<file path="src/rtl/hazard_control_unit_if.sv">
// -----------------------------------------------------------------------------
// hazard_control_unit_if
// Bundles the pipeline-side signals of the hazard control unit.
//
// Signals:
//   id_rs1/id_rs2, id_uses_rs1/id_uses_rs2 : decode-stage operand info
//   ex_rd, ex_mem_read, ex_branch_taken     : execute-stage info
//   mem_req, mem_ready                      : data-memory status
//   pc_write_en .. mem_wb_bubble            : stage-register controls
//   halted                                  : core halted on memory timeout
//   stall_cnt/flush_cnt/freeze_cnt          : performance counters
//   dbg_state                               : sequencer state (0 RUN, 1 FREEZE, 2 HALT)
//
// Handshake: there is no valid/ready exchange on this bundle. Every input is a
// level sampled each cycle; every control output is valid in the same cycle
// as the inputs that produced it, and counters/state change on the clock edge.
//
// Modports: master = pipeline/environment side, slave = hazard control unit.
// -----------------------------------------------------------------------------
interface hazard_control_unit_if #(
    parameter int CNT_W = 32
);
    logic [4:0]       id_rs1;
    logic [4:0]       id_rs2;
    logic             id_uses_rs1;
    logic             id_uses_rs2;
    logic [4:0]       ex_rd;
    logic             ex_mem_read;
    logic             ex_branch_taken;
    logic             mem_req;
    logic             mem_ready;
    logic             pc_write_en;
    logic             if_id_write_en;
    logic             if_id_flush;
    logic             id_ex_write_en;
    logic             id_ex_bubble;
    logic             ex_mem_write_en;
    logic             mem_wb_bubble;
    logic             halted;
    logic [CNT_W-1:0] stall_cnt;
    logic [CNT_W-1:0] flush_cnt;
    logic [CNT_W-1:0] freeze_cnt;
    logic [1:0]       dbg_state;

    modport master (
        output id_rs1, id_rs2, id_uses_rs1, id_uses_rs2,
        output ex_rd, ex_mem_read, ex_branch_taken,
        output mem_req, mem_ready,
        input  pc_write_en, if_id_write_en, if_id_flush,
        input  id_ex_write_en, id_ex_bubble, ex_mem_write_en, mem_wb_bubble,
        input  halted, stall_cnt, flush_cnt, freeze_cnt, dbg_state
    );

    modport slave (
        input  id_rs1, id_rs2, id_uses_rs1, id_uses_rs2,
        input  ex_rd, ex_mem_read, ex_branch_taken,
        input  mem_req, mem_ready,
        output pc_write_en, if_id_write_en, if_id_flush,
        output id_ex_write_en, id_ex_bubble, ex_mem_write_en, mem_wb_bubble,
        output halted, stall_cnt, flush_cnt, freeze_cnt, dbg_state
    );
endinterface

</file>
<file path="src/rtl/hazard_control_unit.sv">
// -----------------------------------------------------------------------------
// hazard_control_unit
// Pipeline sequencer for the 5-stage RV32I core. Produces stage-register
// enables, bubbles and flushes from load-use hazards, taken branches and
// data-memory busy; counts stall/flush/freeze cycles; halts the core when
// data memory stays busy for MEM_TIMEOUT consecutive cycles.
//
// Ports:
//   clk : clock, rising edge
//   rst : synchronous active-high reset
//   bus : hazard_control_unit_if.slave (operand info in, controls/counters out)
//
// Parameters:
//   MEM_TIMEOUT : consecutive freeze cycles before HALT (1..65535)
//   CNT_W       : performance counter width
// -----------------------------------------------------------------------------
module hazard_control_unit #(
    parameter int MEM_TIMEOUT = 64,
    parameter int CNT_W       = 32
) (
    input  logic                clk,
    input  logic                rst,
    hazard_control_unit_if.slave bus
);
    typedef enum logic [1:0] {
        ST_RUN    = 2'd0,
        ST_FREEZE = 2'd1,
        ST_HALT   = 2'd2
    } state_t;

    // Timeout counter holds the number of freeze cycles already spent in the
    // current freeze episode; the cycle that finds it at TMO_LAST is the
    // MEM_TIMEOUT-th one and goes to HALT.
    localparam logic [15:0] TMO_LAST = 16'(MEM_TIMEOUT - 1);

    state_t           r_state;
    logic [15:0]      r_tmo;
    logic [CNT_W-1:0] r_stall_cnt;
    logic [CNT_W-1:0] r_flush_cnt;
    logic [CNT_W-1:0] r_freeze_cnt;

    logic w_freeze;
    logic w_load_use;
    logic w_branch;

    assign w_freeze   = bus.mem_req && !bus.mem_ready;
    assign w_branch   = bus.ex_branch_taken;
    assign w_load_use = bus.ex_mem_read && (bus.ex_rd != 5'd0) &&
                        ((bus.id_uses_rs1 && (bus.id_rs1 == bus.ex_rd)) ||
                         (bus.id_uses_rs2 && (bus.id_rs2 == bus.ex_rd)));

    // Control outputs are combinational so they act in the same cycle.
    always_comb begin
        bus.pc_write_en     = 1'b1;
        bus.if_id_write_en  = 1'b1;
        bus.if_id_flush     = 1'b0;
        bus.id_ex_write_en  = 1'b1;
        bus.id_ex_bubble    = 1'b0;
        bus.ex_mem_write_en = 1'b1;
        bus.mem_wb_bubble   = 1'b0;
        bus.halted          = 1'b0;
        if (rst) begin
            bus.pc_write_en     = 1'b0;
            bus.if_id_write_en  = 1'b0;
            bus.if_id_flush     = 1'b1;
            bus.id_ex_write_en  = 1'b0;
            bus.id_ex_bubble    = 1'b1;
            bus.ex_mem_write_en = 1'b0;
            bus.mem_wb_bubble   = 1'b1;
        end else if (r_state == ST_HALT) begin
            bus.pc_write_en     = 1'b0;
            bus.if_id_write_en  = 1'b0;
            bus.id_ex_write_en  = 1'b0;
            bus.id_ex_bubble    = 1'b1;
            bus.ex_mem_write_en = 1'b0;
            bus.mem_wb_bubble   = 1'b1;
            bus.halted          = 1'b1;
        end else if (w_freeze) begin
            // Everything holds; MEM/WB gets a NOP since the access is unfinished.
            bus.pc_write_en     = 1'b0;
            bus.if_id_write_en  = 1'b0;
            bus.id_ex_write_en  = 1'b0;
            bus.ex_mem_write_en = 1'b0;
            bus.mem_wb_bubble   = 1'b1;
        end else if (w_branch) begin
            // Decode and fetch hold wrong-path instructions: squash both.
            bus.if_id_flush  = 1'b1;
            bus.id_ex_bubble = 1'b1;
        end else if (w_load_use) begin
            // One stall cycle; forwarding from MEM covers the next cycle.
            bus.pc_write_en    = 1'b0;
            bus.if_id_write_en = 1'b0;
            bus.id_ex_bubble   = 1'b1;
        end
    end

    always_ff @(posedge clk) begin
        if (rst) begin
            r_state      <= ST_RUN;
            r_tmo        <= 16'd0;
            r_stall_cnt  <= '0;
            r_flush_cnt  <= '0;
            r_freeze_cnt <= '0;
        end else begin
            case (r_state)
                ST_RUN, ST_FREEZE: begin
                    if (w_freeze) begin
                        r_freeze_cnt <= r_freeze_cnt + CNT_W'(1);
                        if (r_tmo == TMO_LAST) begin
                            r_state <= ST_HALT;
                            r_tmo   <= 16'd0;
                        end else begin
                            r_state <= ST_FREEZE;
                            r_tmo   <= r_tmo + 16'd1;
                        end
                    end else begin
                        r_state <= ST_RUN;
                        r_tmo   <= 16'd0;
                        if (w_branch) begin
                            r_flush_cnt <= r_flush_cnt + CNT_W'(1);
                        end else if (w_load_use) begin
                            r_stall_cnt <= r_stall_cnt + CNT_W'(1);
                        end
                    end
                end
                ST_HALT: begin
                    r_state <= ST_HALT;
                end
                default: begin
                    r_state <= ST_RUN;
                    r_tmo   <= 16'd0;
                end
            endcase
        end
    end

    assign bus.stall_cnt  = r_stall_cnt;
    assign bus.flush_cnt  = r_flush_cnt;
    assign bus.freeze_cnt = r_freeze_cnt;
    assign bus.dbg_state  = r_state;
endmodule

</file>
<file path="src/flat_wrapper.sv">
// flat-port wrapper written by rule: the top's interface ports become plain ports
module hazard_control_unit_flat 
#(
    parameter int MEM_TIMEOUT = 64,
    parameter int CNT_W       = 32
)
  (clk, rst, bus_id_rs1, bus_id_rs2, bus_id_uses_rs1, bus_id_uses_rs2, bus_ex_rd, bus_ex_mem_read, bus_ex_branch_taken, bus_mem_req, bus_mem_ready, bus_pc_write_en, bus_if_id_write_en, bus_if_id_flush, bus_id_ex_write_en, bus_id_ex_bubble, bus_ex_mem_write_en, bus_mem_wb_bubble, bus_halted, bus_stall_cnt, bus_flush_cnt, bus_freeze_cnt, bus_dbg_state);
  hazard_control_unit_if #(.CNT_W(CNT_W)) bus_i ();
  input  logic clk;
  input  logic rst;
  input wire logic [$bits(bus_i.id_rs1)-1:0] bus_id_rs1;
  input wire logic [$bits(bus_i.id_rs2)-1:0] bus_id_rs2;
  input wire logic [$bits(bus_i.id_uses_rs1)-1:0] bus_id_uses_rs1;
  input wire logic [$bits(bus_i.id_uses_rs2)-1:0] bus_id_uses_rs2;
  input wire logic [$bits(bus_i.ex_rd)-1:0] bus_ex_rd;
  input wire logic [$bits(bus_i.ex_mem_read)-1:0] bus_ex_mem_read;
  input wire logic [$bits(bus_i.ex_branch_taken)-1:0] bus_ex_branch_taken;
  input wire logic [$bits(bus_i.mem_req)-1:0] bus_mem_req;
  input wire logic [$bits(bus_i.mem_ready)-1:0] bus_mem_ready;
  output wire logic [$bits(bus_i.pc_write_en)-1:0] bus_pc_write_en;
  output wire logic [$bits(bus_i.if_id_write_en)-1:0] bus_if_id_write_en;
  output wire logic [$bits(bus_i.if_id_flush)-1:0] bus_if_id_flush;
  output wire logic [$bits(bus_i.id_ex_write_en)-1:0] bus_id_ex_write_en;
  output wire logic [$bits(bus_i.id_ex_bubble)-1:0] bus_id_ex_bubble;
  output wire logic [$bits(bus_i.ex_mem_write_en)-1:0] bus_ex_mem_write_en;
  output wire logic [$bits(bus_i.mem_wb_bubble)-1:0] bus_mem_wb_bubble;
  output wire logic [$bits(bus_i.halted)-1:0] bus_halted;
  output wire logic [$bits(bus_i.stall_cnt)-1:0] bus_stall_cnt;
  output wire logic [$bits(bus_i.flush_cnt)-1:0] bus_flush_cnt;
  output wire logic [$bits(bus_i.freeze_cnt)-1:0] bus_freeze_cnt;
  output wire logic [$bits(bus_i.dbg_state)-1:0] bus_dbg_state;
  assign bus_i.id_rs1 = bus_id_rs1;
  assign bus_i.id_rs2 = bus_id_rs2;
  assign bus_i.id_uses_rs1 = bus_id_uses_rs1;
  assign bus_i.id_uses_rs2 = bus_id_uses_rs2;
  assign bus_i.ex_rd = bus_ex_rd;
  assign bus_i.ex_mem_read = bus_ex_mem_read;
  assign bus_i.ex_branch_taken = bus_ex_branch_taken;
  assign bus_i.mem_req = bus_mem_req;
  assign bus_i.mem_ready = bus_mem_ready;
  assign bus_pc_write_en = bus_i.pc_write_en;
  assign bus_if_id_write_en = bus_i.if_id_write_en;
  assign bus_if_id_flush = bus_i.if_id_flush;
  assign bus_id_ex_write_en = bus_i.id_ex_write_en;
  assign bus_id_ex_bubble = bus_i.id_ex_bubble;
  assign bus_ex_mem_write_en = bus_i.ex_mem_write_en;
  assign bus_mem_wb_bubble = bus_i.mem_wb_bubble;
  assign bus_halted = bus_i.halted;
  assign bus_stall_cnt = bus_i.stall_cnt;
  assign bus_flush_cnt = bus_i.flush_cnt;
  assign bus_freeze_cnt = bus_i.freeze_cnt;
  assign bus_dbg_state = bus_i.dbg_state;
  hazard_control_unit #(.MEM_TIMEOUT(MEM_TIMEOUT), .CNT_W(CNT_W)) u_core (.clk(clk), .rst(rst), .bus(bus_i));
endmodule
</file>
<file path="config.mk">
export PLATFORM = sky130hd
export DESIGN_NAME = hazard_control_unit_flat
export DESIGN_NICKNAME = d
export VERILOG_FILES = /design/src/rtl/hazard_control_unit_if.sv /design/src/rtl/hazard_control_unit.sv /design/src/flat_wrapper.sv
export SDC_FILE = /design/constraint.sdc
export NUM_CORES = 1
export LEC_CHECK = 0
export CAP_MARGIN = 20
export CORE_MARGIN = 10
export CORE_UTILIZATION = 51
export CTS_CLUSTER_SIZE = 20
export DETAILED_ROUTE_END_ITERATION = 6
export GPL_TIMING_DRIVEN = 0
export HOLD_SLACK_MARGIN = 0.15
export PLACE_DENSITY = 0.81
export SETUP_SLACK_MARGIN = 0.5
export SYNTH_ARGS = -nofsm -noshare
export SYNTH_HDL_FRONTEND = slang
export SYNTH_SLANG_ARGS = --single-unit
</file>
<file path="constraint.sdc">
create_clock -name clk -period 2.7 [get_ports clk]
set_input_delay 0.54 -clock clk [delete_from_list [all_inputs] [get_ports clk]]
set_output_delay 0.54 -clock clk [all_outputs]
set_load 0.05 [all_outputs]
</file>
==> results by group, run 1 <==
Global routing
  • First-pass GRT wire length: approximately 32000 um
  • Initial antenna violation count: 0
  • Largest net degree at the start of global routing: 17
  • Vias in the first global route: around 6300
  • Gr ovfl total: 0
  • Total track usage: 24.0%

STA
  • Fmax: 0.356 GHz
  • RSZ-0062 raised after global routing: yes
  • Final setup margin: -0.110 ns
  • Clock skew: ~0.0084 ns
  • Tcrit/Tclk final: 104%
  • Post-layout min period: 2.81 ns
  • Final Slew Violations: 0
  • Final setup viols: 3
  • Worst-Margin Slew: between 0.8 and 0.9 ns
  • Slew Limit Headroom: between 40% and 50%
  • Fin. Hold Viols: 0

Drt
  • DRC: 0
  • Wirelength per Cell: approximately 22 um
  • Vias: 6454
  • Vias per cell: approximately 6.4
  • Drt first pass iters: 7
  • Post-Route WL: between 20000 and 25000 um
  • Post-DRT Antenna Nets: 0
  • Initial drt markers: between 1000 and 1500

Logic synthesis
  • Post-synth EDFFs: 0
  • YS warnings: 0
  • Post-synthesis sequential area ratio: roughly two fifths
  • Syn_area_per_cell: 8.43 um2
  • Fraction of registers with async set/reset: 0%
  • Cell Area, Synth: about 5700 um2
  • Syn nets: approximately 710
  • Main synth FF type: dfxtp_1
  • Yosys cell types: between 50 and 60
  • Synth Register Bits: 114
  • Mapped Cells: roughly 680

Worst setup path
  • Critical Path Source: bus_ex_rd[4]
  • Critical path capture point type: output port
  • Flop2flop setup slack: 0.29 ns
  • Reg2reg path depth: 5
  • Worst reg2reg startpoint: u_core.bus.stall_cnt[8]$_SDFFE_PP0P_
  • Worst EP required: 2.16 ns
  • Critical R2R Capture: u_core.bus.stall_cnt[23]$_SDFFE_PP0P_
  • Largest fanout on the critical path: 10
  • Crit path DAT: roughly 2.3 ns
  • Worst setup path category: input port to output port
  • Worst Setup EP: bus_pc_write_en
  • Startpoint types: input port

Clocking
  • Sink Count: between 100 and 150
  • Worst skew pair latency: about 0.41 ns
  • Bufs on Longest Clock Path: 2
  • H-Tree Depth: 4
  • Clk root buf: clkbuf_16
  • Total CTS buffers: 17
  • CTS clock-pin slew for the worst setup and hold paths: ~0.05 ns
  • CTS tree: done
  • Cts hold-fix bufs: 0

Placement
  • DP HPWL: approximately 13000 um
  • Port bufs: 127
  • Placed instance area: a little over 7000 um2
  • Final RePlAce weighted congestion: around 0.91
  • Placed Cells: 948

Outcome
  • Failing checks: setup timing
  • Outcome: finished with violations

Layout
  • Layout area overhead: 49.1%
  • Final Non-Filler Cells: ~1000
  • Number of fill cells: 705
  • Layout cells sized above 1: between 10% and 20%
  • Nets: 876
  • Diodes inserted: 0
  • Design Area, Final: ~8600 um2

Pwr
  • P_leak: 0.00372 uW
  • Pwr dens: between 500 and 600 nW/um2
  • Max VDD drop: ~0.37 mV
  • Pwr Total: roughly 4400 uW

Worst hold path
  • HP Start: u_core.r_tmo[4]$_SDFFE_PP0N_
  • Hold crit path type: flip-flop to flip-flop

Floorplan
  • Row cnt: 38
  • Die W: 126 um
  • Initial Utilization: about 52%
  • Chip height: 126 um
  • I/O pin cnt: roughly 130
  • Die area: between 15000 and 20000 um2
  • Placeable Area: approximately 11000 um2

Run
  • Max-cap violations: 0
==> placed cells by master (no fill, tap or decap), drive strengths merged, types with 3 or more instances in the layout <==
| cell type | count |
|---|---|
| dfxtp | 114 |
| nand2 | 46 |
| xor2 | 39 |
| o31ai | 27 |
| bufinv | 3 |
| nand4b | 3 |
| or2 | 3 |
| dlygate4sd2 | 53 |
| and3 | 15 |
| a22o | 6 |
| buf | 56 |
| nor3 | 21 |
| or4 | 29 |
| xnor2 | 34 |
| nor4 | 24 |
| a21oi | 42 |
| and4 | 15 |
| clkinv | 3 |
| nor2 | 74 |
| and2 | 5 |
| clkdlybuf4s15 | 3 |
| nand3 | 35 |
| inv | 13 |
| ha | 4 |
| or3 | 9 |
| dlymetal6s2s | 32 |
| o21ai | 20 |
| clkbuf | 44 |
| clkdlybuf4s50 | 23 |
| nand4 | 38 |
| clkinvlp | 5 |
==> area by class of cell <==
class	instances	area (um2)	share of cell area, %
Multi-Input combinational cell	512	3600	42.1
Sequential cell	114	2290	26.7
Timing Repair Buffer	149	1490	17.5
Clock buffer	21	472	5.51
Buffer	42	318	3.72
Tap cell	140	175	2.05
Clock inverter	11	151	1.77
Inverter	13	52.6	0.614
==> worst min path at each step <==
stage	slack [ns]	cells past startpoint	endpoint
2_1_floorplan	0.44	2	u_core.r_tmo[4]$_SDFFE_PP0N_
3_3_place_gp	0.46	2	u_core.r_tmo[4]$_SDFFE_PP0N_
3_5_place_dp	0.47	2	u_core.r_tmo[4]$_SDFFE_PP0N_
4_1_cts	0.48	2	u_core.r_tmo[4]$_SDFFE_PP0N_
5_1_grt	0.51	2	u_core.r_tmo[4]$_SDFFE_PP0N_
6_report	0.48	2	u_core.r_tmo[4]$_SDFFE_PP0N_
==> power breakdown <==
part           switching, uW  internal (uW)  leakage [uW]
combinational            191            111       0.00250
sequential              7.73           1690      0.000920
clock                    831           1530      0.000291
==> flip-flops by register name, summed over array words and instances (netlist names) <==
register               count
u_core.bus.stall_cnt      32
u_core.r_tmo              16
u_core.bus.freeze_cnt     32
u_core.bus.flush_cnt      32
u_core.bus.dbg_state       2
==> metrics by stage <==
step	util (%)	TNS, ns	setup WS [ns]	hold WS, ns
after floorplan	-	0	0.0122	0.441
after CTS	75.3	-0.00973	-0.00973	0.477
after detailed placement	66.4	-9.28	-1.42	0.469
final	78.2	-0.260	-0.110	0.478
after global placement	66.4	-7.58	-1.39	0.458
after global routing	78.2	-0.296	-0.122	0.506
==> timing repair <==
item / CTS / global route
gates cloned: 3 / 0
pin swaps: 64 / 20
setup endpoints to repair: 116 / 92
hold endpoints to repair: 0 / 0
setup buffers: 16 / 3
gates resized for setup: 205 / 92
==> cell usage after synthesis, drive strengths merged, types with 2 or more instances <==
| cell type | number | area, um2 |
|---|---|---|
| and2 | 5 | 31.3 |
| o21ai | 20 | 104 |
| xnor2 | 34 | 298 |
| nor2b | 2 | 12.5 |
| nor3 | 21 | 120 |
| a21o | 2 | 15.0 |
| or3 | 9 | 56.3 |
| nor3b | 2 | 15.0 |
| clkbuf | 22 | 82.6 |
| a22o | 6 | 52.6 |
| a21oi | 42 | 210 |
| nand4 | 38 | 244 |
| nand2 | 46 | 173 |
| ha | 4 | 50.1 |
| buf | 20 | 116 |
| dfxtp | 114 | 2280 |
| nand4b | 3 | 26.3 |
| xor2 | 39 | 342 |
| or2 | 3 | 18.8 |
| o21a | 2 | 15.0 |
| and4 | 15 | 131 |
| nor4 | 24 | 195 |
| nor2 | 74 | 278 |
| or4 | 29 | 221 |
| nand3 | 35 | 175 |
| inv | 13 | 48.8 |
| a31oi | 2 | 12.5 |
| o31ai | 27 | 203 |
| and3 | 15 | 93.8 |
| nand2b | 2 | 12.5 |
==> layer usage <==
layer  track usage [%]  wire length [um]  vias up
met4              11.3               948        0
met2              41.0             10600      444
met3              6.00              2030      128
met5                 0                 0        -
met1              27.6              8190     3047
li1                  -                 -     2835
==> kinds of logic after synthesis <==
family                   after synthesis  share of synthesized area, %
adder cells (fa/ha/maj)                4                         0.872
flip-flops                           114                          39.8
AO/OA/AOI/OAI                        106                          11.4
buffers and inverters                 55                          4.32
multiplexers                           1                         0.174
AND/OR/NAND/NOR                      328                          32.3
XOR/XNOR                              73                          11.1
==> critical path: stages <==
cell,delay (ns)
buf_2,0.13
or4_4,0.56
o21ai_4,0.24
buf_6,0.15
buf_6,0.20
nor3_4,0.07
nor2_4,0.13
buf_6,0.12
buf_8,0.13
(Power assumes the default switching activity.)
==> run 2, diff against run 1 <==
--- a/config.mk
+++ b/config.mk
@@ -7,12 +7,13 @@
 export LEC_CHECK = 0
 export CAP_MARGIN = 20
 export CORE_MARGIN = 10
-export CORE_UTILIZATION = 51
+export CORE_UTILIZATION = 55
 export CTS_CLUSTER_SIZE = 20
 export DETAILED_ROUTE_END_ITERATION = 6
 export GPL_TIMING_DRIVEN = 0
 export HOLD_SLACK_MARGIN = 0.15
-export PLACE_DENSITY = 0.81
+export MAX_ROUTING_LAYER = met4
+export PLACE_DENSITY = 0.86
 export SETUP_SLACK_MARGIN = 0.5
 export SYNTH_ARGS = -nofsm -noshare
 export SYNTH_HDL_FRONTEND = slang
==> constraint.sdc (replaced) <==
create_clock -name clk -period 3.6 [get_ports clk]
set_input_delay 0.72 -clock clk [delete_from_list [all_inputs] [get_ports clk]]
set_output_delay 0.72 -clock clk [all_outputs]
set_load 0.05 [all_outputs]
==> run 2 against run 1 <==
Effect of this change: the run now ends clean; via count is 6.6% lower; utilization fell by 1.2 points; critical path depth unchanged; largest cell class unchanged; clock power decreased by 36%; sequential cell count is the same; worst setup slack better by 0.57 ns.
==> results by group, run 2 (synthesis gave the netlist of run 1 again) <==
Outcome
  • Outcome: completed

Global routing
  • Total track usage: 24.3% (+0.33 points)
  • Met1 global-route usage: 28.4% (+0.81 points)
  • Largest net degree at the start of global routing: 17 (unchanged)
  • M2 GR Usage: 39.7% (-1.3 points)
  • Initial antenna violation count: 0 (unchanged)
  • Vias in the first global route: 5867 (-6.3%)
  • Gr ovfl total: 0 (unchanged)
  • M3 GR Usage: 6.34% (+0.34 points)
  • First-pass GRT wire length: 29100 um (-9.7%)
  • GRT busiest layer: met2

Worst setup path
  • Critical path capture point type: output port
  • Worst EP required: 2.88 ns (+0.72 ns)
  • Crit path DAT: 2.42 ns (+0.15 ns)
  • Flop2flop setup slack: 1.27 ns (+0.98 ns)
  • Startpoint types: input port
  • CP cell instances: clkdlybuf4s15_2, or4_4, o21ai_4, buf_6, buf_8, nor3_4, nor2_4, buf_6, buf_8
  • Largest fanout on the critical path: 10 (unchanged)
  • Worst reg2reg startpoint: u_core.bus.dbg_state[1]$_SDFF_PP0_
  • CP max stage delay: 0.56 ns (about the same)
  • Reg2reg path depth: 5 (unchanged)
  • Slowest stage cell, crit path: or4_4
  • Worst setup path category: input port to output port
  • Critical R2R Capture: u_core.bus.stall_cnt[15]$_SDFFE_PP0P_

Placement
  • Port bufs: 127 (unchanged)
  • Final RePlAce weighted congestion: 0.952 (+4.2%)
  • DP HPWL: 12500 um (-1.8%)
  • Dpl ws: -0.876 ns (+0.544 ns)
  • Placed instance area: 7210 um2 (-0.62%)

STA
  • Slew Limit Headroom: 51.7% (+7.1 points)
  • Clock skew: 0.0106 ns (+0.00221 ns)
  • Post-layout min period: between 3 and 4 ns
  • Fmax: around 0.32 GHz
  • Worst-Margin Slew: 0.719 ns (-0.113 ns)
  • RSZ-0062 raised after global routing: yes
  • Tcrit/Tclk final: between 80% and 90%
  • Final Slew Violations: 0 (unchanged)
  • Final setup margin: 0.460 ns (+0.570 ns)
  • Final setup viols: 0 (-3)
  • Fin. Hold Viols: 0 (unchanged)

Drt
  • Vias: 6029 (-6.6%)
  • Initial drt markers: 648 (-40%)
  • Drt first pass iters: 6 (-1)
  • Post-Route WL: 18100 um (-17%)
  • Vias per cell: 6.13 (-4.8%)
  • Post-DRT Antenna Nets: 0 (unchanged)
  • Wirelength per Cell: 18.4 um (-15%)
  • DRC: 0 (unchanged)

Floorplan
  • Die area: 14900 um2 (-6.1%)
  • Placeable Area: 10200 um2 (-6.4%)
  • I/O pin cnt: 129 (unchanged)
  • Die W: 122 um (-3.1%)
  • Initial Utilization: 56.1% (+3.6 points)
  • Row cnt: 37 (-2.6%)
  • Chip height: 122 um (-3.1%)

Layout
  • Most common cell after layout, fill and taps aside: dfxtp_1
  • Area of the multi-input gates: 3290 um2 (-8.9%)
  • Finished Core Util: 77.1% (-1.2 points)
  • Layout cells sized above 1: 10.9% (-8.9 points)
  • Diodes inserted: 0 (unchanged)
  • Layout area overhead: 37.4%
  • Storage element area: 2280 um2 (-0.22%)
  • Nets: 861 (-1.7%)
  • Most frequent cells in the layout: dfxtp_1, clkdlybuf4s50_1, nor2_1
  • Design Area, Final: 7880 um2 (-7.8%)
  • Number of fill cells: 682 (-3.3%)

Pwr
  • Share of power burned in registers: 42.6% (+3.7 points)
  • Clock Power Share: 51.0% (-3.2 points)
  • Pwr dens: 379 nW/um2 (-26%)
  • Pwr Total: 2990 uW (-32%)
  • Max VDD drop: 0.238 mV (-35%)
  • Logic gate share of total power: 6.4% (-0.5 points)
  • P_sw: 789 uW (-23%)
  • Internal: 2200 uW (-34%)
  • Switching share of power: 26.4% (+2.8 points)
  • P_leak: 0.00265 uW (-29%)

Worst hold path
  • Hold Path End: u_core.r_tmo[4]$_SDFFE_PP0N_
  • Cells on Worst Hold Path: 2 (unchanged)
  • Hold crit path type: flip-flop to flip-flop
  • HP Start: u_core.r_tmo[4]$_SDFFE_PP0N_

Clocking
  • H-Tree Depth: 4 (unchanged)
  • Bufs on Longest Clock Path: 2 (unchanged)
  • Clk root buf: clkbuf_8
  • Sink Count: 114 (unchanged)
  • Worst skew pair latency: 0.53 ns (+0.12 ns)
  • CTS clock-pin slew for the worst setup and hold paths: 0.06 ns (about the same)
  • Total CTS buffers: 17 (unchanged)
  • CTS tree: done

Run
  • Max-cap violations: 0 (unchanged)
[run 2: layer usage]
metal	share of wire, %	vias up	wire length, um
li1	-	2810	-
met1	41	2825	7420
met2	48	335	8640
met3	8.7	59	1580
met4	2.5	0	457
met5	0	-	0
[run 2: critical path: cells and delay by family]
family | cells | cell delay [ns]
AND/OR/NAND/NOR | 3 | 0.76
AO/OA/AOI/OAI | 1 | 0.19
buffers and inverters | 5 | 0.74
[run 2: power by group through the flow]
| stage | clock (uW) | combinational [uW] | sequential, uW |
|---|---|---|---|
| after floorplan | 0 | 88.0 | 1310 |
| after global placement | 0 | 170 | 1300 |
| after detailed placement | 0 | 176 | 1300 |
| after CTS | 1520 | 186 | 1270 |
| after global routing | 1590 | 202 | 1270 |
| final | 1520 | 191 | 1270 |
[run 2: layout make-up]
type	count	share of cell area [%]
Tap cell	136	2.16
Inverter	13	0.619
Buffer	42	3.05
Timing Repair Buffer	134	16.7
Clock inverter	15	1.57
Clock buffer	17	5.25
Sequential cell	114	28.9
Multi-Input combinational cell	512	41.7
[run 2: through the flow]
step | cells | TNS, ns | hold slack (ns)
after floorplan | 681 | 0 | 0.441
after global placement | 944 | -2.24 | 0.461
after detailed placement | 944 | -2.29 | 0.479
after CTS | 982 | 0 | 0.487
after global routing | 983 | 0 | 0.525
final | 983 | 0 | 0.491
[run 2: what timing repair did]
action	in CTS	in global routing
buffers inserted	6	1
hold endpoints to repair	0	0
endpoints found under the setup margin	8	5
pin swaps	13	12
resized for setup	80	19
gates cloned	0	0
hold buffers	0	0
[run 2: worst max path at each step]
stage	from	to	slack [ns]
3_5_place_dp	bus_ex_rd[1]	bus_pc_write_en	-0.88
4_1_cts	bus_ex_rd[0]	bus_pc_write_en	0.49
6_report	bus_ex_rd[0]	bus_pc_write_en	0.46
5_1_grt	bus_id_rs1[1]	bus_pc_write_en	0.40
3_3_place_gp	bus_ex_rd[1]	bus_pc_write_en	-0.86
2_1_floorplan	bus_ex_rd[0]	bus_pc_write_en	0.44
